==> config.mk <==
export PLATFORM = sky130hd
export DESIGN_NAME = lif_neuron_update_flat
export DESIGN_NICKNAME = d
export VERILOG_FILES = /design/src/rtl/neuron_pkg.sv /design/src/rtl/lif_neuron_update_if.sv /design/src/rtl/sat_add_s32.sv /design/src/rtl/lif_neuron_update.sv /design/src/flat_wrapper.sv
export SDC_FILE = /design/constraint.sdc
export NUM_CORES = 1
export LEC_CHECK = 0
export ABC_CLOCK_PERIOD_IN_PS = 6900
export CORE_MARGIN = 4
export CORE_UTILIZATION = 54
export DETAILED_ROUTE_END_ITERATION = 8
export PLACE_DENSITY = 0.83
export SYNTH_ARGS = -nofsm -noshare
export SYNTH_HDL_FRONTEND = slang
export SYNTH_HIERARCHICAL = 1
export SYNTH_SLANG_ARGS = --single-unit
==> constraint.sdc <==
create_clock -name clk -period 6.9 [get_ports clk]
set_clock_uncertainty 0.1 [all_clocks]
set_input_delay 1.035 -clock clk [delete_from_list [all_inputs] [get_ports clk]]
set_output_delay 1.035 -clock clk [all_outputs]
set_load 0.01 [all_outputs]
==> src/rtl/neuron_pkg.sv <==
// Shared types and constants for the LIF neuron update engine.
package neuron_pkg;

  typedef logic signed [31:0] potential_t;

  typedef enum logic [2:0] {IDLE, RD, WT, CALC, WR, INIT} state_t;

  localparam potential_t POT_MAX = 32'sh7FFF_FFFF;
  localparam potential_t POT_MIN = 32'sh8000_0000;

endpackage

==> src/rtl/lif_neuron_update_if.sv <==
// Bus between the LIF update engine (master) and the single-word potential RAM (slave).
interface lif_neuron_update_if;
  import neuron_pkg::*;

  logic       read_en;
  logic       write_en;
  logic       reset_val;
  potential_t init_value;
  potential_t data_in;
  potential_t data_out;

  modport master (
    output read_en, write_en, reset_val, init_value, data_in,
    input  data_out
  );

  modport slave (
    input  read_en, write_en, reset_val, init_value, data_in,
    output data_out
  );

endinterface

==> src/rtl/sat_add_s32.sv <==
// Three-operand signed add computed at 34 bits, clamped to the signed 32-bit range.
module sat_add_s32
  import neuron_pkg::*;
(
  input  potential_t a_i,
  input  potential_t b_i,
  input  potential_t c_i,
  output potential_t sum_o
);

  logic signed [33:0] sum_wide;

  always_comb begin
    sum_wide = {{2{a_i[31]}}, a_i} + {{2{b_i[31]}}, b_i} + {{2{c_i[31]}}, c_i};
    if (sum_wide > 34'(POT_MAX)) begin
      sum_o = POT_MAX;
    end else if (sum_wide < 34'(POT_MIN)) begin
      sum_o = POT_MIN;
    end else begin
      sum_o = sum_wide[31:0];
    end
  end

endmodule

==> src/rtl/lif_neuron_update.sv <==
// Leaky integrate-and-fire update engine driving a single-word potential RAM.
// Optional refractory period enabled by defining LIF_REFRACTORY_EN.
module lif_neuron_update
  import neuron_pkg::*;
#(
  parameter int unsigned RAM_LAT       = 2,
  parameter int unsigned LEAK_SHIFT    = 4,
  parameter potential_t  THRESHOLD     = 32'sd1000,
  parameter potential_t  V_RESET       = 32'sd0,
  parameter int unsigned REFRAC_CYCLES = 2
) (
  input  logic       clk,
  input  logic       reset,
  input  logic       init_req,
  input  logic       in_valid,
  output logic       in_ready,
  input  potential_t in_current,
  output logic       spike,
  output logic       done,
  lif_neuron_update_if.master ram
);

  state_t     state_q;
  logic [7:0] wait_q;
  potential_t cur_q;
  logic       rd_q;
  logic       wr_q;
  logic       rst_val_q;
  logic       spike_q;
  logic       done_q;
  potential_t data_in_q;

  potential_t v;
  potential_t leak_neg;
  potential_t v_new;
  logic       spk;

  assign v        = ram.data_out;
  assign leak_neg = -(v >>> LEAK_SHIFT);

  sat_add_s32 u_sat_add (
    .a_i   (v),
    .b_i   (leak_neg),
    .c_i   (cur_q),
    .sum_o (v_new)
  );

  assign spk = (v_new >= THRESHOLD);

`ifdef LIF_REFRACTORY_EN
  logic [15:0] refr_q;
`else
  logic unused_refrac;
  assign unused_refrac = ^REFRAC_CYCLES;
`endif

  // Outputs are registered: each transition loads the values for the state being entered.
  always_ff @(posedge clk) begin
    if (reset) begin
      state_q   <= IDLE;
      wait_q    <= '0;
      cur_q     <= '0;
      rd_q      <= 1'b0;
      wr_q      <= 1'b0;
      rst_val_q <= 1'b0;
      spike_q   <= 1'b0;
      done_q    <= 1'b0;
      data_in_q <= '0;
`ifdef LIF_REFRACTORY_EN
      refr_q    <= '0;
`endif
    end else begin
      case (state_q)
        IDLE: begin
          if (init_req) begin
            state_q   <= INIT;
            wr_q      <= 1'b1;
            rst_val_q <= 1'b1;
            done_q    <= 1'b1;
          end else if (in_valid) begin
            state_q <= RD;
            cur_q   <= in_current;
            rd_q    <= 1'b1;
          end
        end
        RD: begin
          rd_q <= 1'b0;
          if (RAM_LAT > 1) begin
            state_q <= WT;
            wait_q  <= 8'(RAM_LAT - 2);
          end else begin
            state_q <= CALC;
          end
        end
        WT: begin
          if (wait_q == '0) begin
            state_q <= CALC;
          end else begin
            wait_q <= wait_q - 8'd1;
          end
        end
        CALC: begin
          state_q <= WR;
          wr_q    <= 1'b1;
          done_q  <= 1'b1;
`ifdef LIF_REFRACTORY_EN
          if (refr_q != '0) begin
            data_in_q <= V_RESET;
            spike_q   <= 1'b0;
            refr_q    <= refr_q - 16'd1;
          end else begin
            data_in_q <= spk ? V_RESET : v_new;
            spike_q   <= spk;
            if (spk) begin
              refr_q <= 16'(REFRAC_CYCLES);
            end
          end
`else
          data_in_q <= spk ? V_RESET : v_new;
          spike_q   <= spk;
`endif
        end
        WR: begin
          state_q <= IDLE;
          wr_q    <= 1'b0;
          spike_q <= 1'b0;
          done_q  <= 1'b0;
        end
        INIT: begin
          state_q   <= IDLE;
          wr_q      <= 1'b0;
          rst_val_q <= 1'b0;
          done_q    <= 1'b0;
`ifdef LIF_REFRACTORY_EN
          refr_q    <= '0;
`endif
        end
        default: state_q <= IDLE;
      endcase
    end
  end

  assign in_ready       = (state_q == IDLE) && !init_req;
  assign spike          = spike_q;
  assign done           = done_q;
  assign ram.read_en    = rd_q;
  assign ram.write_en   = wr_q;
  assign ram.reset_val  = rst_val_q;
  assign ram.init_value = V_RESET;
  assign ram.data_in    = data_in_q;

endmodule

==> src/flat_wrapper.sv <==
// flat-port wrapper written by rule: the top's interface ports become plain ports
module lif_neuron_update_flat import neuron_pkg::*;
#(
  parameter int unsigned RAM_LAT       = 2,
  parameter int unsigned LEAK_SHIFT    = 4,
  parameter potential_t  THRESHOLD     = 32'sd1000,
  parameter potential_t  V_RESET       = 32'sd0,
  parameter int unsigned REFRAC_CYCLES = 2
)
  (clk, reset, init_req, in_valid, in_ready, in_current, spike, done, ram_read_en, ram_write_en, ram_reset_val, ram_init_value, ram_data_in, ram_data_out);
  lif_neuron_update_if ram_i ();
  input  logic clk;
  input  logic reset;
  input  logic init_req;
  input  logic in_valid;
  output logic in_ready;
  input  potential_t in_current;
  output logic spike;
  output logic done;
  output wire logic [$bits(ram_i.read_en)-1:0] ram_read_en;
  output wire logic [$bits(ram_i.write_en)-1:0] ram_write_en;
  output wire logic [$bits(ram_i.reset_val)-1:0] ram_reset_val;
  output wire logic [$bits(ram_i.init_value)-1:0] ram_init_value;
  output wire logic [$bits(ram_i.data_in)-1:0] ram_data_in;
  input wire logic [$bits(ram_i.data_out)-1:0] ram_data_out;
  assign ram_read_en = ram_i.read_en;
  assign ram_write_en = ram_i.write_en;
  assign ram_reset_val = ram_i.reset_val;
  assign ram_init_value = ram_i.init_value;
  assign ram_data_in = ram_i.data_in;
  assign ram_i.data_out = ram_data_out;
  lif_neuron_update #(.RAM_LAT(RAM_LAT), .LEAK_SHIFT(LEAK_SHIFT), .THRESHOLD(THRESHOLD), .V_RESET(V_RESET), .REFRAC_CYCLES(REFRAC_CYCLES)) u_core (.clk(clk), .reset(reset), .init_req(init_req), .in_valid(in_valid), .in_ready(in_ready), .in_current(in_current), .spike(spike), .done(done), .ram(ram_i));
endmodule
==> flow_results.org <==
** Status
- Status :: finished, final reports clean

** Worst setup path
- Category of the critical setup timing path :: in2reg
- Endpoint arrival time on the critical path :: 6710 ps
- CP Capture Type :: register
- Critical-path maximum fanout :: 20
- The worst setup path is launched from a primary input.
- STA puts the critical path data required time at 6990 ps.

** Timing
- Normalized max-slew margin :: 0.250
- Setup repair after global routing left no endpoint under its margin.
- At the pin with the least slew margin, the transition time is 1120 ps.
- For this run, the top clock speed supported by timing is about 150 MHz.
- The tightest hold path in the finished design has a slack of 370 ps.
- Accumulated negative setup slack :: 0 ps
- The total count of max-transition violations in the final report came to 0.
- Hold violation total from the final report :: 0
- Dividing the final minimum period by the clock period gives 0.959.
- Number of endpoints failing setup at the final stage :: 0
- For the finished layout, the period the worst path requires is around 6600 ps.

** Final layout
- Area Overhead vs Synth :: 25.3%
- Highest-count cells in the layout ignoring fill and taps :: 104 x sky130_fd_sc_hd__clkdlybuf4s50_1, 93 x sky130_fd_sc_hd__nand2_1, 79 x sky130_fd_sc_hd__dfxtp_1
- Once layout is complete, the cells apart from fillers number between 1,000 and 1,500.
- Number of diodes added for antenna fixing :: 0
- The library cell used most frequently in the layout, excluding fill and tap cells, is sky130_fd_sc_hd__clkdlybuf4s50_1.
- Utilization after layout :: 0.697
- In the final design database the tool counted 1,070 nets.
- Share of post-route cells with drive strength above 1 :: 0.191

** Power
- P_leak :: 0.00379 uW
- Power per Cell Area :: between 200 and 250 nW/um^2
- The design draws 2040 uW.
- Across the VDD grid, the largest voltage drop is 0.146 mV.

** Route
- Via density per instance :: 5.59
- In this run the remaining antenna-violating nets after routing total 0.
- For this run, design rule violations remaining after detail routing come to 0.
- After the first detailed-routing iteration, the DRC count stood at roughly 440.
- Detailed-route wire length per cell :: 15.9 um
- Final Routed Wirelength :: 17,700 um
- Vias after detailed routing :: 6,210
- Number of search-and-repair iterations in the first detailed-routing pass :: 5

** Die
- Die width :: 123 um
- approximately 140 I/O pins were placed.
- For this configuration, the core starts out at a cell density of 0.556.
- Vertical extent of the die :: 123 um
- The die covers ~15,000 um^2.
- The floorplan step defined a core boundary enclosing between 10,000 and 15,000 um^2.
- Row generation in the floorplan step produced 41 rows.

** Place
- Number of placed instances, taps included :: ~1,100
- The count of buffers added on input and output ports is about 110.
- At the end of routability-driven placement, the weighted congestion stood at 0.887.
- Detailed-placement wirelength estimate :: 13,600 um

** Synth
- Number of synthesized register bits :: 79
- Synth warn :: 6
- Synthesis handed over a netlist of 792 instances.
- Summing every instance area after synthesis gives between 7000 and 8000 um^2.
- Top post-synthesis cells by area :: sky130_fd_sc_hd__dfxtp_1 22%, sky130_fd_sc_hd__fa_1 9.3%, sky130_fd_sc_hd__ha_1 6.2%
- In this run the mean area of a mapped cell was 8.97 um^2.
- Summed over all instances, the cell type with the most area after synthesis is sky130_fd_sc_hd__dfxtp_1.
- Async set or reset register ratio after synthesis :: 0
- The synthesized design contains 0 enable-type register cells.
- The most used flip-flop cell after synthesis is sky130_fd_sc_hd__dfxtp_1.
- Fraction of post-synthesis cell area in the top cell type by area :: 0.223
- For this run, the register share of the synthesized area comes to 0.223.
- After synthesis, the netlist uses 82 different library cells.

** CTS
- Clock tree buffer depth :: 2
- Post-CTS clock slew at the launch and capture registers of the worst setup and hold paths :: 60 ps
- The H-tree was split into 3 levels.
- The tree built by TritonCTS fans out to 79 sinks.
- The clock reaches the later pin of the worst-skew pair after about 350 ps.
- Library cell used as clock root buffer :: sky130_fd_sc_hd__clkbuf_16
- Counting the buffers created by CTS gives 9.
- TritonCTS clock tree :: done
- Number of hold-repair buffers added at the cts stage :: 0

** Min path
- The tightest min-delay check is of the reg2reg type.

** Global routing
- Summed over all layers, the global routing overflow is 0.
- Number of antenna violations at the first check in global routing :: 0
- The via count of the first global-routing pass came to 5,668.
- The first global-routing pass estimated 28,000 um of wire.
- Pin count of the biggest net entering global routing :: 71
- Combined global-route utilization of all metal layers :: 0.230

** Job
- Number of maximum-capacitance constraint violations :: 0
final timing paths:
check	startpoint	to	slack (ps)	cells after the start
setup / recovery	ram_data_out[6]	u_core/ram.data_in[24]$_SDFFE_PP0P_	290	24
hold / removal	u_core/ram.read_en$_SDFFE_PP0P_	u_core/ram.read_en$_SDFFE_PP0P_	370	2
setup reg to reg	u_core/cur_q[1]$_SDFFE_PP0P_	u_core/ram.data_in[24]$_SDFFE_PP0P_	1710	22
hold reg to reg	u_core/ram.read_en$_SDFFE_PP0P_	u_core/ram.read_en$_SDFFE_PP0P_	370	2
metal layers:
layer  track usage  wire length, um
met2         0.358             8320
met5             0                0
met1         0.331             8250
met3        0.0336              899
met4        0.0693              226
per-stage QoR:
stage,instance area [um^2],setup slack [ps]
global route,8900,19.0
global placement,8510,0.754
finish,8900,285
floorplan,7220,920
CTS,8800,223
detailed placement,8510,-108
critical path: stages:
cell	delay, ps
sky130_fd_sc_hd__clkdlybuf4s50_1	470
sky130_fd_sc_hd__nor4_4	280
sky130_fd_sc_hd__buf_4	200
sky130_fd_sc_hd__nand3b_4	160
sky130_fd_sc_hd__nor3b_2	250
sky130_fd_sc_hd__xnor2_1	180
sky130_fd_sc_hd__fa_1	460
sky130_fd_sc_hd__ha_1	380
sky130_fd_sc_hd__and4_1	220
sky130_fd_sc_hd__o21ai_1	80
sky130_fd_sc_hd__a31oi_2	200
sky130_fd_sc_hd__nor3_2	110
sky130_fd_sc_hd__o31ai_4	340
sky130_fd_sc_hd__o21ai_0	170
sky130_fd_sc_hd__a211oi_1	290
sky130_fd_sc_hd__o221ai_2	180
sky130_fd_sc_hd__buf_12	180
sky130_fd_sc_hd__buf_12	150
sky130_fd_sc_hd__o22ai_1	220
sky130_fd_sc_hd__and3_1	200
sky130_fd_sc_hd__o2111ai_1	170
sky130_fd_sc_hd__a311oi_4	450
sky130_fd_sc_hd__clkbuf_16	260
sky130_fd_sc_hd__nor3_2	50
what timing repair did:
item / in CTS / in global routing
resized for setup: 0 / 9
setup endpoints to repair: 0 / 32
setup buffers: 0 / 2
final cells by class:
type                    count  area [um^2]
multi-input cells         645         5080
fillers                   967         3870
repair buffers            170         1620
flip-flops and latches     79         1580
clock buffers              10          239
well taps                 172          215
inverters                  29          109
clock inverters             6         50.0
where the power goes:
part / internal, uW / switching, uW / total, uW
Clock: 258 / 205 / 463
Combinational: 496 / 565 / 1060
Sequential: 487 / 27.9 / 515
cell families (layout without fill, tap and decap cells):
logic type,count (synthesis),after routing,share of synthesized area
compound gates,192,192,0.200
xor+xnor,57,57,0.0703
fa+ha+maj,68,68,0.155
buf+inv,99,215,0.0859
flops,79,79,0.223
mux,32,32,0.0451
other cells,1,32,0.000528
simple gates,264,264,0.221
sequential cells by signal (all words and copies together) (netlist names):
| signal | count |
|---|---|
| u_core/ram.reset_val | 1 |
| u_core/state_q | 3 |
| u_core/cur_q | 32 |
| u_core/done | 1 |
| u_core/ram.read_en | 1 |
| u_core/wait_q | 8 |
| u_core/ram.data_in | 32 |
| u_core/spike | 1 |
Yosys cell counts (4+ instances only):
cell and n:
sky130_fd_sc_hd__and3_1 5, sky130_fd_sc_hd__a31oi_1 5, sky130_fd_sc_hd__a21oi_1 67, sky130_fd_sc_hd__mux2i_1 32, sky130_fd_sc_hd__nor4_4 4, sky130_fd_sc_hd__xor2_1 23
sky130_fd_sc_hd__nor2b_1 4, sky130_fd_sc_hd__nand2_1 93, sky130_fd_sc_hd__o21ai_0 19, sky130_fd_sc_hd__nand2b_1 9, sky130_fd_sc_hd__ha_1 35, sky130_fd_sc_hd__nand3_1 10
sky130_fd_sc_hd__nand4_1 4, sky130_fd_sc_hd__xnor2_1 34, sky130_fd_sc_hd__nor4_1 9, sky130_fd_sc_hd__nor3_2 32, sky130_fd_sc_hd__nor3b_1 4, sky130_fd_sc_hd__and2_1 5
sky130_fd_sc_hd__nor2_1 31, sky130_fd_sc_hd__a21o_1 18, sky130_fd_sc_hd__or4_1 4, sky130_fd_sc_hd__nor3_1 24, sky130_fd_sc_hd__o22ai_1 11, sky130_fd_sc_hd__buf_2 8
sky130_fd_sc_hd__buf_6 7, sky130_fd_sc_hd__buf_4 38, sky130_fd_sc_hd__dfxtp_1 79, sky130_fd_sc_hd__o21bai_1 4, sky130_fd_sc_hd__clkbuf_1 13, sky130_fd_sc_hd__inv_1 29
sky130_fd_sc_hd__fa_1 33, sky130_fd_sc_hd__or2_2 4, sky130_fd_sc_hd__o22ai_2 19
Note: power is estimated with default switching activity, not from simulation.
